File: src/rtl/clk_div_param.sv
// Integer clock divider with bypass, period-boundary ratio updates and tick/ack pulses.
// Define CLK_DIV_ODD_DUTY50_EN to stretch odd-ratio high phases by half a ref cycle (exact 50% duty).
module clk_div_param #(
    parameter int RATIO_WIDTH = 8
) (
    input  logic                   I_ref_clk,
    input  logic                   I_rst_n,
    input  logic                   I_clk_en,
    input  logic [RATIO_WIDTH-1:0] I_div_ratio,
    output logic                   O_div_clk,
    output logic                   O_period_tick,
    output logic                   O_ratio_ack,
    output logic                   O_bypass
);

    // state   | meaning
    // BYPASS  | ref clock passed straight through, waiting for enable and ratio >= 2
    // HIGH    | divided clock high, cnt counts 1..H
    // LOW     | divided clock low, cnt counts 1..L; cnt == L is the period boundary
    typedef enum logic [1:0] {
        ST_BYPASS = 2'd0,
        ST_HIGH   = 2'd1,
        ST_LOW    = 2'd2
    } state_t;

    localparam logic [RATIO_WIDTH-1:0] CNT_ONE = RATIO_WIDTH'(1);
    localparam logic [RATIO_WIDTH-1:0] MIN_RATIO = RATIO_WIDTH'(2);

    state_t                 state_q, state_d;
    logic [RATIO_WIDTH-1:0] cnt_q, cnt_d;
    logic [RATIO_WIDTH-1:0] ratio_q, ratio_d;
    logic                   div_q, div_d;
    logic                   tick_q, tick_d;
    logic                   ack_q, ack_d;
    logic                   bypass_q, bypass_d;

    logic [RATIO_WIDTH-1:0] half_len;
    logic [RATIO_WIDTH-1:0] low_len;
    logic                   start_ok;
    logic                   div_active;

    assign half_len = ratio_q >> 1;
    assign low_len  = ratio_q - half_len;
    assign start_ok = I_clk_en && (I_div_ratio >= MIN_RATIO);

    always_comb begin
        state_d = state_q;
        cnt_d   = cnt_q;
        ratio_d = ratio_q;
        div_d   = div_q;
        tick_d  = 1'b0;
        ack_d   = 1'b0;
        case (state_q)
            ST_BYPASS: begin
                if (start_ok) begin
                    state_d = ST_HIGH;
                    ratio_d = I_div_ratio;
                    cnt_d   = CNT_ONE;
                    div_d   = 1'b1;
                    tick_d  = 1'b1;
                    ack_d   = 1'b1;
                end
            end
            ST_HIGH: begin
                if (cnt_q == half_len) begin
                    state_d = ST_LOW;
                    cnt_d   = CNT_ONE;
                    div_d   = 1'b0;
                end else begin
                    cnt_d = cnt_q + CNT_ONE;
                end
            end
            ST_LOW: begin
                if (cnt_q != low_len) begin
                    cnt_d = cnt_q + CNT_ONE;
                end else if (start_ok) begin
                    // Boundary restart: ack only when the ratio actually changes
                    state_d = ST_HIGH;
                    ratio_d = I_div_ratio;
                    cnt_d   = CNT_ONE;
                    div_d   = 1'b1;
                    tick_d  = 1'b1;
                    ack_d   = (I_div_ratio != ratio_q);
                end else begin
                    state_d = ST_BYPASS;
                    cnt_d   = '0;
                    div_d   = 1'b0;
                end
            end
            default: begin
                state_d = ST_BYPASS;
                cnt_d   = '0;
                div_d   = 1'b0;
            end
        endcase
        bypass_d = (state_d == ST_BYPASS);
    end

    always_ff @(posedge I_ref_clk or negedge I_rst_n) begin
        if (!I_rst_n) begin
            state_q  <= ST_BYPASS;
            cnt_q    <= '0;
            ratio_q  <= '0;
            div_q    <= 1'b0;
            tick_q   <= 1'b0;
            ack_q    <= 1'b0;
            bypass_q <= 1'b1;
        end else begin
            state_q  <= state_d;
            cnt_q    <= cnt_d;
            ratio_q  <= ratio_d;
            div_q    <= div_d;
            tick_q   <= tick_d;
            ack_q    <= ack_d;
            bypass_q <= bypass_d;
        end
    end

`ifdef CLK_DIV_ODD_DUTY50_EN
    logic div_neg_q;

    always_ff @(negedge I_ref_clk or negedge I_rst_n) begin
        if (!I_rst_n) begin
            div_neg_q <= 1'b0;
        end else begin
            div_neg_q <= div_q;
        end
    end

    assign div_active = ratio_q[0] ? (div_q | div_neg_q) : div_q;
`else
    assign div_active = div_q;
`endif

    // Bypass path is gated by reset so the output is quiet while held in reset
    assign O_div_clk     = bypass_q ? (I_ref_clk & I_rst_n) : div_active;
    assign O_period_tick = tick_q;
    assign O_ratio_ack   = ack_q;
    assign O_bypass      = bypass_q;

endmodule

File: config.mk
export PLATFORM = sky130hd
export DESIGN_NAME = clk_div_param
export DESIGN_NICKNAME = d
export VERILOG_FILES = /design/src/rtl/clk_div_param.sv
export SDC_FILE = /design/constraint.sdc
export NUM_CORES = 1
export LEC_CHECK = 0
export ABC_AREA = 1
export CORE_ASPECT_RATIO = 0.5
export CORE_UTILIZATION = 45
export CTS_BUF_LIST = sky130_fd_sc_hd__clkbuf_4 sky130_fd_sc_hd__clkbuf_8
export DETAILED_ROUTE_END_ITERATION = 8
export PLACE_DENSITY_LB_ADDON = 0.12
export SETUP_SLACK_MARGIN = 0.02
export SLEW_MARGIN = 10
export SYNTH_ARGS = -nofsm -noshare
export SYNTH_HDL_FRONTEND = slang
export SYNTH_SLANG_ARGS = --single-unit
File: constraint.sdc
create_clock -name I_ref_clk -period 2.95 [get_ports I_ref_clk]
set_input_delay 0.4425 -clock I_ref_clk [delete_from_list [all_inputs] [get_ports I_ref_clk]]
set_output_delay 0.4425 -clock I_ref_clk [all_outputs]
set_load 0.01 [all_outputs]
==> results of run 1 <==
==> power breakdown <==
part | internal, mW | total, mW | switching [mW]
Clock | 0.205 | 0.318 | 0.113
Sequential | 0.301 | 0.301 | 0
Combinational | 0.0164 | 0.0347 | 0.0183
==> per-layer routing <==
metal	up-vias	track usage (%)	share of wire, %	wire length (um)
li1	807	-	-	-
met1	708	35.0	53	2090
met2	33	31.8	40	1590
met3	5	5.25	6.3	252
met4	0	6.67	1.2	46
met5	-	0	0	0
==> stage by stage <==
stage          power (mW)  instance area (um2)  hold WS [ns]  setup WS (ns)
2_1_floorplan       0.318                 1720         0.147          0.760
3_3_place_gp        0.342                 1890         0.489          0.290
3_5_place_dp        0.343                 1890         0.489          0.225
4_1_cts             0.667                 1990         0.452          0.162
5_1_grt             0.681                 2000         0.491          0.149
6_report            0.654                 2000         0.445          0.180
==> synthesized netlist by cell type <==
library cell and number:
xnor2_1 6, dfrtp_1 21, buf_4 1, nand2_4 1, o22ai_1 2, or2_2 1
dfstp_2 1, o21ai_1 1, nand4_1 6, inv_1 40, nand3_2 3, buf_6 2
a21oi_1 4, ha_1 8, o2111ai_1 2, o211ai_1 2, fa_1 1, a221oi_1 1
nand2_1 77, o21ai_0 7, or2_1 1, nand2_2 1, nor2_1 12, nor4_1 1
nand3_1 13, nor2_2 1, buf_2 2, xor2_1 8, nor3_1 3, nand3b_1 4
o21ai_2 8
==> registers in the layout, indices dropped and copies added, names as in the netlist <==
name and count:
O_bypass 1, O_period_tick 1, ratio_q 8, state_q 2, O_ratio_ack 1, cnt_q 8, div_active 1
==> final cells by class <==
type | instances | area share, %
inverters | 40 | 7.51
repair buffers | 14 | 6.89
multi-input cells | 174 | 49.5
flip-flops and latches | 22 | 27.6
clock buffers | 8 | 5.32
well taps | 51 | 3.19
==> layout by cell type, fill, tap and decap left out <==
cell type,Yosys,routed
o22ai_1,2,2
nor2_2,1,1
nand3b_1,4,4
o2111ai_1,2,2
inv_1,40,40
nand3_2,3,2
a221oi_1,1,1
o21ai_1,1,1
xor2_1,8,8
nand2_1,77,77
nand3_4,0,1
or2_1,1,1
dfstp_2,1,1
nor2_1,12,12
clkdlybuf4s50_1,0,14
fa_1,1,1
or2_2,1,1
nand4_1,6,6
o211ai_1,2,2
clkbuf_8,0,7
ha_1,8,8
nor4_1,1,1
o21ai_2,8,8
nand2_2,1,1
o21ai_0,7,7
nand3_1,13,13
a21oi_1,4,4
xnor2_1,6,6
nor3_1,3,3
buf_4,1,1
nand2_4,1,1
dfrtp_1,21,21
==> timing repair <==
action                     4_1_cts  5_1_grt
resized for setup                0        1
setup buffers                    0        0
setup endpoints to repair        0        8
==> worst max-delay path by stage <==
stage	from	end	slack, ns	depth (start not counted)
2_1_floorplan	ratio_q[1]$_DFFE_PN0P_	ratio_q[3]$_DFFE_PN0P_	0.76	14
3_3_place_gp	ratio_q[1]$_DFFE_PN0P_	ratio_q[0]$_DFFE_PN0P_	0.29	13
3_5_place_dp	ratio_q[1]$_DFFE_PN0P_	ratio_q[7]$_DFFE_PN0P_	0.22	13
4_1_cts	I_ref_clk	O_div_clk	0.16	5
5_1_grt	I_ref_clk	O_div_clk	0.15	5
6_report	I_ref_clk	O_div_clk	0.18	5
==> kinds of logic after synthesis <==
family,synth area share [%]
AND/OR/NAND/NOR,32.2
buffers and inverters,11.0
AO/OA/AOI/OAI,10.7
flip-flops,32.0
XOR/XNOR,7.12
adder cells (fa/ha/maj),6.97
==> impl_metrics.yaml, run 1 <==
final_layout:
  area_growth_pct: 16.0
  fillCellCount: 326
  antennaDiodeCount: 0
  multiInputGateArea_um2: 988
  nNetsFinal: 279
  final_layout_size_suffix_gt1_share_pct: 9.30
  regArea_um2: 552
  final_cells: 309
  finish.utilization_pct: 56.3
detailed_routing:
  wl_per_cell_um: 12.9
  finalWirelength_um: 3970
  drcViolationCount: 0
  num_vias: 1553
  drt-initial-drc-count: 98
  via_per_inst: 5.03
  dr.pass1.iters: 4
  drtAntennaViolNets: 0
timing:
  setup_viol: 0
  drv_slew: 0
  tightest_slew_ns: 0.432
  max_slew_margin_pct: 70.9
  setup_tns_ns: 0
  finalHoldViolCount: 0
  finalClockSkew_ns: 0.00342
  rsz0062_at_grt: "false"
floorplan:
  core_area_mm2: 0.00355
  fp.dieH_um: 45.8
  fp.dieW_um: 89.5
  die-area_mm2: 0.00410
  num_rows: 15
  num_io_pins: 15
  start_util_pct: 48.6
grt:
  grt_antenna_before_repair: 0
  grt_pass1_wl_um: 6660
  grt_max_degree: 23
  grt_usage_pct: 22.9
  grt_pass1_vias: 1392
  grt-ovfl-total: 0
worst_setup_path:
  cp_max_fo: 2
  critPathCaptureType: "primary output"
  r2r_setup_slack_ns: 0.38
  r2r-end: "ratio_q[4]$_DFFE_PN0P_"
  cp.required_ns: 2.51
  worstSetupStartpointType: "clock port"
  criticalPathCategory: "clk -> out"
  crit_family: "buffers and inverters"
  crit_buf_inv: 3
  r2r_cells: 13
  rr_startpoint: "ratio_q[1]$_DFFE_PN0P_"
  slowest_stage: "clkdlybuf4s50_1"
  path_common_cell: "clkbuf_8"
  worst_path_largest_cell_delay_ns: 0.48
  arrival_ns: 2.33
  cp_cell_sequence: "clkbuf_8 -> clkbuf_8 -> nand3_1 -> o21ai_0 -> clkdlybuf4s50_1"
synthesis:
  yosys.area.top_type: "dfrtp_1"
  synth_top_area_share_pct: 30.5
  yosysSeqAreaShare_pct: 32.0
  yosys_warnings: 0
  synth.top_cells.by_area: "dfrtp_1, nand2_1, inv_1, ha_1, o21ai_2"
  yosys.cell_types.count: 31
  syn-cell-area_mm2: 0.00172
  syn_nets: 261
  syn_avg_cell_area_um2: 7.15
  syn_inst: 241
  synth_seq_cells: 22
place:
  gp_congestion: 0.848
  hpwl_um: 3210
  dpl.cell_count: 302
  portBuffers: 14
outcome:
  status: "complete, no violations"
power_and_ir_drop:
  p_leak_nw: 1.02
  ir_worst_vdd_mv: 0.518
  power.density_mw_per_mm2: 328
worst_hold_path:
  hold_class: "in -> async"
clocking:
  clk_latency_ns: 0.37
  cts_tree: "built"
  cts_hold_buf: 0
  clk_pin_slew_ns: 0.08
flow_run:
  maxCapViolCount: 0
No activity file was read; power rests on OpenSTA's default activity.
==> run 2, diff against run 1 <==
--- a/config.mk
+++ b/config.mk
@@ -9,6 +9,7 @@
 export CORE_ASPECT_RATIO = 0.5
 export CORE_UTILIZATION = 45
 export CTS_BUF_LIST = sky130_fd_sc_hd__clkbuf_4 sky130_fd_sc_hd__clkbuf_8
+export CTS_CLUSTER_SIZE = 12
 export DETAILED_ROUTE_END_ITERATION = 8
 export PLACE_DENSITY_LB_ADDON = 0.12
 export SETUP_SLACK_MARGIN = 0.02
==> constraint.sdc (replaced) <==
create_clock -name I_ref_clk -period 3.2 [get_ports I_ref_clk]
set_input_delay 0.48 -clock I_ref_clk [delete_from_list [all_inputs] [get_ports I_ref_clk]]
set_output_delay 0.48 -clock I_ref_clk [all_outputs]
set_load 0.01 [all_outputs]
==> run 2 against run 1 <==
Compared with the run above: critical path depth stayed put; wire length is 1.2% higher; first-iteration DRC count is 15% higher; non-clock buffer count stayed put; power is 7.6% lower; largest cell class unchanged; clock skew is 0.0018 ns higher; final cell count stayed put; die area stayed put.
==> impl_metrics.yaml, run 2 (synthesized netlist as in run 1, its figures left out) <==
grt:
  grt_usage_pct: 22.9
  grt_max_degree: 23
  grt-ovfl-total: 0
  grt_pass1_wl_um: 6660
  grt_pass1_vias: 1392
  grt_antenna_before_repair: 0
final_layout:
  area_growth_pct: 15.5
  fillCellCount: 329
  nNetsFinal: 279
  final_layout_size_suffix_gt1_share_pct: 9.30
  biggestRegsByFlops: "cnt_q (8), ratio_q (8), state_q (2)"
  final_cell_mix: "nand2_1, inv_1, dfrtp_1"
  final_common_cell: "nand2_1"
  final_cells: 309
  antennaDiodeCount: 0
power_and_ir_drop:
  intPower_uw: 482
  p_leak_nw: 1.02
  swShare_pct: 20.3
  p_total_uw: 604
  p_switching_uw: 122
  combPwrFrac_pct: 5.3
  power.density_mw_per_mm2: 304
  pwr-share-seq_pct: 46.0
  clkPwrFrac_pct: 48.8
  ir_worst_vdd_mv: 0.478
worst_setup_path:
  path_common_cell: "clkbuf_8"
  r2r_cells: 13
  cp_max_fo: 2
  worstSetupStartpointType: "clock port"
  r2r-end: "ratio_q[4]$_DFFE_PN0P_"
  startpoint: "I_ref_clk"
  r2r_setup_slack_ns: 0.43
  worst_path_largest_cell_delay_ns: 0.48
  slowest_stage: "clkdlybuf4s50_1"
  crit_cells: 5
  crit_buf_inv: 3
  criticalPathCategory: "clk -> out"
  cp_cell_sequence: "clkbuf_8 -> clkbuf_8 -> nand3_1 -> o21ai_0 -> clkdlybuf4s50_1"
  arrival_ns: 2.45
  rr_startpoint: "ratio_q[1]$_DFFE_PN0P_"
  crit_family: "buffers and inverters"
  cp-endpoint: "O_div_clk"
  critPathCaptureType: "primary output"
  cp.required_ns: 2.72
timing:
  drv_slew: 0
  max_slew_margin_pct: 70.4
  setup_viol: 0
  finalClockSkew_ns: 0.00518
  tightest_slew_ns: 0.443
  finalHoldViolCount: 0
  setup_tns_ns: 0
  rsz0062_at_grt: "false"
floorplan:
  num_rows: 15
  start_util_pct: 48.6
  num_io_pins: 15
  fp.dieH_um: 45.8
  die-area_mm2: 0.00410
  fp.dieW_um: 89.5
  core_area_mm2: 0.00355
detailed_routing:
  drtAntennaViolNets: 0
  finalWirelength_um: 4020
  num_vias: 1544
  dr.pass1.iters: 4
  via_per_inst: 5.00
  wl_per_cell_um: 13.0
  drcViolationCount: 0
  drt-initial-drc-count: 113
clocking:
  clk_pin_slew_ns: 0.08
  cts_tree: "built"
  post_cts_buffers: 0
  cts_hold_buf: 0
  clk_latency_ns: 0.37
  cts_resized: 0
place:
  gp_congestion: 0.848
  dpl.cell_count: 302
  portBuffers: 14
  hpwl_um: 3210
flow_run:
  maxCapViolCount: 0
worst_hold_path:
  hold_class: "in -> async"
outcome:
  status: "complete, no violations"
run 2: cell types whose count changed in the layout (fill, tap and decap cells not counted):
| cell | delta |
|---|---|
| nand3_2 | +1 |
| nand3_4 | -1 |
run 2: how the worst min path moves through the flow:
stage                           start                      end  slack, ns  cells past startpoint
2_1_floorplan                 I_rst_n  O_period_tick$_DFF_PN0_       0.18                      0
3_3_place_gp   ratio_q[0]$_DFFE_PN0P_   ratio_q[0]$_DFFE_PN0P_       0.49                      2
3_5_place_dp   div_active$_DFFE_PN0P_   div_active$_DFFE_PN0P_       0.49                      2
4_1_cts                       I_rst_n     state_q[0]$_DFF_PN0_       0.49                      2
5_1_grt                       I_rst_n     state_q[0]$_DFF_PN0_       0.53                      2
6_report                      I_rst_n     state_q[0]$_DFF_PN0_       0.48                      2
run 2: power by group through the flow:
| stage | logic, mW | clock network [mW] | registers [mW] |
|---|---|---|---|
| after floorplan | 0.00985 | 0.000143 | 0.283 |
| after global placement | 0.0320 | 0.000143 | 0.283 |
| after detailed placement | 0.0323 | 0.000143 | 0.283 |
| after CTS | 0.0323 | 0.305 | 0.278 |
| after global routing | 0.0359 | 0.314 | 0.278 |
| final | 0.0319 | 0.295 | 0.278 |
run 2: final cells by class:
class | count | area (um2) | share of cell area [%]
multi-input combinational | 174 | 981 | 49.3
sequential | 22 | 552 | 27.7
inverter | 40 | 150 | 7.54
timing repair buffer | 14 | 138 | 6.91
clock buffer | 8 | 106 | 5.34
tap | 51 | 63.8 | 3.21
run 2: per-layer routing:
layer	part of all wire [%]	routed length, um	GRT usage, %
met1	55	2200	35.0
met3	4.1	166	5.25
met2	40	1610	31.8
met4	1.1	46	6.67
met5	0	0	0
run 2: metrics by stage:
| step | instance area, um2 | utilization [%] | hold WS (ns) | setup WS, ns |
|---|---|---|---|---|
| 5_1_grt | 1990 | 56.1 | 0.528 | 0.217 |
| 3_5_place_dp | 1890 | 53.4 | 0.489 | 0.475 |
| 6_report | 1990 | 56.1 | 0.482 | 0.267 |
| 2_1_floorplan | 1720 | - | 0.184 | 0.930 |
| 4_1_cts | 1990 | 56.1 | 0.490 | 0.249 |
| 3_3_place_gp | 1890 | 53.4 | 0.489 | 0.536 |
